## config.mk

```make
export PLATFORM = sky130hd
export DESIGN_NAME = lut_layer_sched
export DESIGN_NICKNAME = d
export VERILOG_FILES = /design/src/rtl/lut_layer_sched.sv
export SDC_FILE = /design/constraint.sdc
export NUM_CORES = 2
export LEC_CHECK = 0
export ABC_AREA = 1
export BUFFER_PORTS_ARGS = -buffer_cell sky130_fd_sc_hd__buf_2
export CORE_UTILIZATION = 40
export CTS_BUF_LIST = sky130_fd_sc_hd__clkbuf_4
export DETAILED_ROUTE_END_ITERATION = 7
export SLEW_MARGIN = 30
export SYNTH_ARGS = -nofsm -noshare
export SYNTH_HDL_FRONTEND = slang
export SYNTH_SLANG_ARGS = --single-unit
```

## constraint.sdc

```tcl
create_clock -name clk -period 59.4 [get_ports clk]
set_input_delay 2.97 -clock clk [delete_from_list [all_inputs] [get_ports clk]]
set_output_delay 2.97 -clock clk [all_outputs]
set_load 0.01 [all_outputs]
```

## src/rtl/lut_layer_sched.sv

```systemverilog
// One shared 6-input LUT evaluator time-multiplexed over NUM_NEURONS neurons.
// A vector is latched in IDLE, one neuron is evaluated per EVAL cycle, and the result is held in OUT.

module lut_layer_slot #(
    parameter int SW = 6
) (
    input  logic            clk,
    input  logic            rst,
    input  logic            we,
    input  logic [63:0]     tbl_in,
    input  logic [6*SW-1:0] sel_in,
    output logic [63:0]     tbl,
    output logic [6*SW-1:0] sel
);
    always_ff @(posedge clk or posedge rst) begin
        if (rst) begin
            tbl <= '0;
            sel <= '0;
        end else if (we) begin
            tbl <= tbl_in;
            sel <= sel_in;
        end
    end
endmodule

module lut_layer_sched #(
    parameter int NUM_NEURONS = 8,
    parameter int IN_WIDTH    = 64,
    localparam int AW = (NUM_NEURONS > 1) ? $clog2(NUM_NEURONS) : 1,
    localparam int SW = $clog2(IN_WIDTH)
) (
    input  logic                   clk,
    input  logic                   rst,
    input  logic                   cfg_we,
    input  logic [AW-1:0]          cfg_addr,
    input  logic [63:0]            cfg_table,
    input  logic [6*SW-1:0]        cfg_sel,
    output logic                   cfg_ready,
    input  logic                   s_valid,
    input  logic [IN_WIDTH-1:0]    s_data,
    output logic                   s_ready,
    output logic                   m_valid,
    output logic [NUM_NEURONS-1:0] m_data,
    input  logic                   m_ready,
    output logic                   busy
);
    typedef enum logic [1:0] {IDLE, EVAL, OUT} state_t;

    localparam logic [AW-1:0] LAST = AW'(NUM_NEURONS - 1);

    state_t                              state, state_nxt;
    logic [AW-1:0]                       n;
    logic [IN_WIDTH-1:0]                 vec;
    logic [NUM_NEURONS-1:0]              result;
    logic [NUM_NEURONS-1:0]              slot_we;
    logic [NUM_NEURONS-1:0][63:0]        tbls;
    logic [NUM_NEURONS-1:0][6*SW-1:0]    sels;
    logic [63:0]                         cur_tbl;
    logic [6*SW-1:0]                     cur_sel;
    logic [5:0]                          lut_addr;
    logic                                lut_bit;

    // Slot g only matches its own index, so addresses >= NUM_NEURONS write nothing.
    for (genvar g = 0; g < NUM_NEURONS; g++) begin : g_slot
        assign slot_we[g] = cfg_we && cfg_ready && (cfg_addr == AW'(g));
        lut_layer_slot #(.SW(SW)) u_slot (
            .clk    (clk),
            .rst    (rst),
            .we     (slot_we[g]),
            .tbl_in (cfg_table),
            .sel_in (cfg_sel),
            .tbl    (tbls[g]),
            .sel    (sels[g])
        );
    end

    always_comb begin
        cur_tbl = tbls[n];
        cur_sel = sels[n];
        lut_addr = '0;
        for (int k = 0; k < 6; k++)
            lut_addr[k] = vec[cur_sel[k*SW +: SW]];
        lut_bit = cur_tbl[lut_addr];
    end

    always_ff @(posedge clk or posedge rst) begin
        if (rst) state <= IDLE;
        else     state <= state_nxt;
    end

    always_comb begin
        state_nxt = state;
        case (state)
            IDLE:    if (s_valid)    state_nxt = EVAL;
            EVAL:    if (n == LAST)  state_nxt = OUT;
            OUT:     if (m_ready)    state_nxt = IDLE;
            default:                 state_nxt = IDLE;
        endcase
    end

    // Ready outputs are gated by rst so nothing is offered while reset is held.
    always_comb begin
        s_ready   = (state == IDLE) && !rst;
        cfg_ready = (state == IDLE) && !rst;
        busy      = (state != IDLE);
        m_valid   = (state == OUT);
        m_data    = result;
    end

    always_ff @(posedge clk or posedge rst) begin
        if (rst) begin
            vec    <= '0;
            n      <= '0;
            result <= '0;
        end else begin
            case (state)
                IDLE: if (s_valid) begin
                    vec    <= s_data;
                    n      <= '0;
                    result <= '0;
                end
                EVAL: begin
                    result[n] <= lut_bit;
                    n         <= (n == LAST) ? '0 : n + 1'b1;
                end
                default: ;
            endcase
        end
    end
endmodule

```

## After elaboration in Yosys (flattened, before gate mapping)

Index checks and enable logic that the tools add are counted.

- Flip-flop bits (word level): 877
- Output and inout port bits: 12
- Word-level logic and storage cells: 92

- $add $sub $neg: 1
- Order comparisons: 9
- Equality and inequality tests: 13
- Mux-type cells: 30
- Reduce and logical (&&, ||, !) cells: 19

Operator list:

| kind | number |
|---|---|
| 64-bit binary-select mux with 3-bit select | 1 |
| 36-bit binary-select mux with 3-bit select | 1 |
| 64-bit two-way mux | 1 |
| 6-bit by 7-bit less-than comparator with 1-bit output, second input constant | 7 |
| 1-bit binary-select mux with 6-bit select | 7 |
| 36-bit two-way mux | 1 |
| 8-bit case mux with 2 select lines | 1 |
| 3-bit == test, second input constant | 5 |
| 1-bit logical AND | 11 |
| 8-bit bitwise mux | 1 |
| 1-bit two-way mux | 8 |
| 8-bit two-way mux | 1 |
| 3-bit by 2-bit == test with 1-bit output, second input constant | 2 |
| 2-bit two-way mux | 3 |
| 3-bit two-way mux | 2 |
| 2-bit case mux with 3 select lines | 1 |
| 3-bit case mux with 2 select lines | 1 |
| 3-bit by 4-bit less-than comparator with 1-bit output, second input constant | 1 |
| 2-bit != test, second input constant | 2 |
| 2-bit AND reduction | 2 |
| 2-bit nonzero test | 2 |
| 3-bit by 1-bit adder with 3-bit output, second input constant | 1 |
| 1-bit demux with 3-bit select | 1 |
| 3-bit by 1-bit == test with 1-bit output, second input constant | 1 |
| 8 further kinds | 8 |

## Logic depth before layout (Yosys ltp)

- Depth after elaboration: 8
- Gate-level depth with buffers: 26
- Mapped depth without buffers: 24

## Modules after synthesis

A second synthesis with hierarchy kept.

- Cell total of the unflattened synthesis: 5522
- Area total of the unflattened synthesis: 42877.4 um^2

Modules (own cells, without submodules):

| module | times used | cells an instance | area an instance (um^2) | seq. area each (um^2) |
|---|---|---|---|---|
| lut_layer_slot | 8 | 423 | 3806.2 | 2502.4 |
| lut_layer_sched | 1 | 2138 | 12428.2 | 1926.8 |

## Worst setup path after synthesis

OpenSTA, ideal clock, no wires.

- Path kind: input to output
- Start point: input rst
- End point: output s_ready
- Arrival: 3.380 ns
- Slack: 53.050 ns
- Stages: 2
- Path buffers: 1
- Cells stage by stage: nor2_1 > buf_4

- Word-level cells in the longest chain between the ends: 2

Ends and longest elaborated chain:

| element | line | source |
|---|---|---|
| start, declared | 33 | `input logic rst,` |
| 1-bit zero test (no source line) | n/a |  |
| 1-bit logical AND | 103 | `s_ready = (state == IDLE) && !rst;` |
| end, declared | 41 | `output logic s_ready,` |

Every way passes these cells.

## Worst setup path after layout

Ends and elaborated chain as after synthesis.

==> impl_metrics.json <==
{
  "cts_root_buffer": "clkbuf_4",
  "die_x_um": 325,
  "critical_path.cell_chain": "buf_2 -> nor2_1 -> buf_2",
  "start_util": 0.404,
  "clock-sinks": 877,
  "place_ws_ns": 52.97,
  "antenna_found_initial": 31,
  "grt_pass1_wl_um": 208000,
  "n_fill_cell": 10100,
  "cp_max_fo": 3,
  "yosysUniqueCellTypes": 42,
  "cts.repair.resized": 0,
  "ys_seq_area_frac": 0.524,
  "comb_power_share": 0.509,
  "numPortBuffers": 183,
  "grt_pass1_vias": 33900,
  "rsz0062_at_grt": "no",
  "worst_slack_ns": 52.98,
  "via_count": 34400,
  "area_growth_pct": 11.6,
  "clk_path_buf_depth": 3,
  "worstMarginPinSlew_ns": 1.00,
  "relSlewSlack": 0.329,
  "cts_hold_buf": 0,
  "setup_violations": 0,
  "grt_max_degree": 168,
  "first_pass_iters": 6,
  "cp.arrival_ns": 3.45,
  "drive_gt1_frac": 0.241,
  "peakVddDrop_v": 0.0000425,
  "wl_per_cell_um": 22.1,
  "synth_nets": 4560,
  "cp_num_buf_inv": 2,
  "clk_latency_ns": 1.21,
  "finalSetupTns_ns": 0,
  "fin_util": 0.451,
  "rows": 118,
  "power.clock.fraction": 0.173,
  "synth_top_flop_cell": "dfrtp_1",
  "overflow": 0,
  "fp.coreArea_um2": 104000,
  "cts_made_buffers": 228,
  "fp.dieH_um": 325,
  "crit_path_max_incr_delay_ns": 0.17,
  "fin_nets": 4731,
  "fmax_mhz": 156,
  "ys_seq_elements": 877,
  "synth_edf_count": 0,
  "syn_inst": 4386,
  "final.setup_skew_ns": 0.106,
  "fin_crit_ns": 6.42,
  "dieArea_um2": 106000,
  "post_cts_buffers": 0,
  "end_kind": "output port",
  "grt_use_total": 0.255,
  "vias_per_cell": 5.63,
  "ys_async_sr_fraction": 1.00,
  "worstSetupPathType": "in2out",
  "crit_path_frequent_cell": "buf_2",
  "ioPinCount": 184,
  "slowest_stage": "nor2_1",
  "p_leak_nw": 22.0,
  "wl_um": 135000,
  "netlist_area_um2": 41900,
  "slew_violations": 0,
  "status": "finished, final reports clean",
  "maxCapViolCount": 0,
  "h-tree-depth": 4,
  "hold_class": "reg2reg",
  "hold_viol": 0,
  "power_density_nw_per_um2": 65.9,
  "cts_tree": "done",
  "ant_nets": 0,
  "clk_pin_slew_ns": 0.05,
  "power.internal_mw": 1.63,
  "switchingPower_mw": 1.45,
  "dp_hpwl_um": 77800,
  "syn_avg_cell_area_um2": 9.54,
  "swShare": 0.470,
  "critPathTopFamily": "buffers and inverters",
  "drc_errors": 0,
  "startpoint_type": "input pin",
  "first_iter_violations": 3191,
  "final_common_cell": "dfrtp_1",
  "place_congestion": 0.976,
  "layout_common_cells": "dfrtp_1, nand2_1, mux2_2",
  "ys_warn_count": 0,
  "crit_required_ns": 56.43,
  "seqPwrFrac": 0.318,
  "fin_crit_sh": 0.108
}
==> metrics by stage <==
step | instances | hold slack [ns] | cell area [µm²] | total power [mW]
floorplan | 4386 | 0.475 | 41900 | 2.04
global placement | 5705 | 0.484 | 43700 | 2.49
detailed placement | 5705 | 0.490 | 43700 | 2.51
CTS | 6099 | 0.504 | 46600 | 3.06
global route | 6108 | 0.517 | 46700 | 3.28
finish | 6110 | 0.500 | 46700 | 3.08
==> Yosys cell counts, types with 2 or more instances <==
| cell | n | area share |
|---|---|---|
| nand4_1 | 7 | 0.0010 |
| nor4_1 | 4 | 0.00060 |
| nor2_4 | 2 | 0.00054 |
| o2111ai_1 | 40 | 0.0084 |
| a21oi_1 | 136 | 0.016 |
| clkbuf_1 | 159 | 0.014 |
| nand3_1 | 347 | 0.041 |
| nand2_1 | 788 | 0.071 |
| clkinv_1 | 3 | 0.00027 |
| a221oi_2 | 3 | 0.0011 |
| buf_4 | 23 | 0.0041 |
| or4_1 | 19 | 0.0034 |
| ha_1 | 2 | 0.00060 |
| nand3_2 | 4 | 0.00096 |
| nor2_1 | 102 | 0.0091 |
| o221ai_1 | 15 | 0.0031 |
| buf_1 | 14 | 0.0013 |
| mux2_2 | 465 | 0.13 |
| buf_6 | 13 | 0.0035 |
| a22oi_1 | 35 | 0.0063 |
| inv_2 | 19 | 0.0017 |
| inv_1 | 432 | 0.039 |
| nand3b_1 | 7 | 0.0013 |
| nor2_2 | 5 | 0.00075 |
| o211ai_1 | 95 | 0.017 |
| dfrtp_1 | 877 | 0.52 |
| buf_2 | 78 | 0.0093 |
| nand2_2 | 21 | 0.0031 |
| a221oi_1 | 49 | 0.010 |
| o21ai_1 | 8 | 0.00096 |
| o22ai_1 | 173 | 0.026 |
| o21ai_0 | 429 | 0.051 |
| a211oi_1 | 3 | 0.00054 |
==> cell families after synthesis <==
kind of cell	synth area share
compound gates	0.142
fa+ha+maj	0.000598
buf+inv	0.0732
flops	0.524
mux	0.125
simple gates	0.135
==> worst register-to-register path, cell delays in order, from the launching register on <==
cell and delay, ns:
dfrtp_1 0.73, nand2_1 0.28, nor2_4 0.60, buf_4 0.68, inv_2 0.09, buf_4 0.43
o22ai_1 0.25, nor2_1 0.07, nand2_1 0.06, buf_4 0.44, inv_1 0.48, o211ai_1 0.28
nand3_1 0.10, nand3_1 0.19, nand3_1 0.10, nand3_1 0.09, nand2_1 0.30, inv_1 0.24
nand3_1 0.09, nand3_1 0.12, nand2_2 0.22, nand2_1 0.12, nand2_1 0.05
==> path summary, 6_finish.rpt <==
kind | to | start | slack, ns | depth (start not counted)
max | s_ready | rst | 52.98 | 3
min reg2reg | g_slot[2].u_slot.tbl[30] | g_slot[2].u_slot.tbl[30] | 0.50 | 1
min in group asynchronous | m_data[5] | rst | 1.98 | 2
max reg2reg | m_data[6] | n[2] | 53.28 | 22
max in group asynchronous | g_slot[1].u_slot.tbl[47] | rst | 54.43 | 6
min | g_slot[2].u_slot.tbl[30] | g_slot[2].u_slot.tbl[30] | 0.50 | 1
==> registers in the layout, indices dropped and copies added, names as in the netlist <==
name and cells:
vec 64, state 2, g_slot.u_slot.tbl 512, g_slot.u_slot.sel 288, m_data 8, n 3
==> metal layers <==
layer,track usage,vias up,part of all wire
met2,0.393,1403,0.45
met3,0.0581,301,0.079
met5,0,-,0.0013
li1,-,15500,-
met1,0.352,17200,0.44
met4,0.0907,28,0.027
==> cell type report <==
type	count	area, µm²	area share
diodes	9	22.5	0.000482
clock inverters	45	312	0.00667
well taps	1380	1730	0.0370
multi-input cells	2768	17000	0.363
flip-flops and latches	877	21900	0.470
inverters	454	1720	0.0368
repair buffers	228	1390	0.0298
clock buffers	349	2620	0.0561
==> power by group through the flow <==
stage	clock network, mW	registers [mW]	logic (mW)
final	0.534	0.979	1.57
after floorplan	0	0.958	1.08
after CTS	0.547	0.978	1.53
after global placement	0	0.980	1.51
after global routing	0.578	1.01	1.69
after detailed placement	0	0.987	1.53
Power figures use the tool's default switching activity.
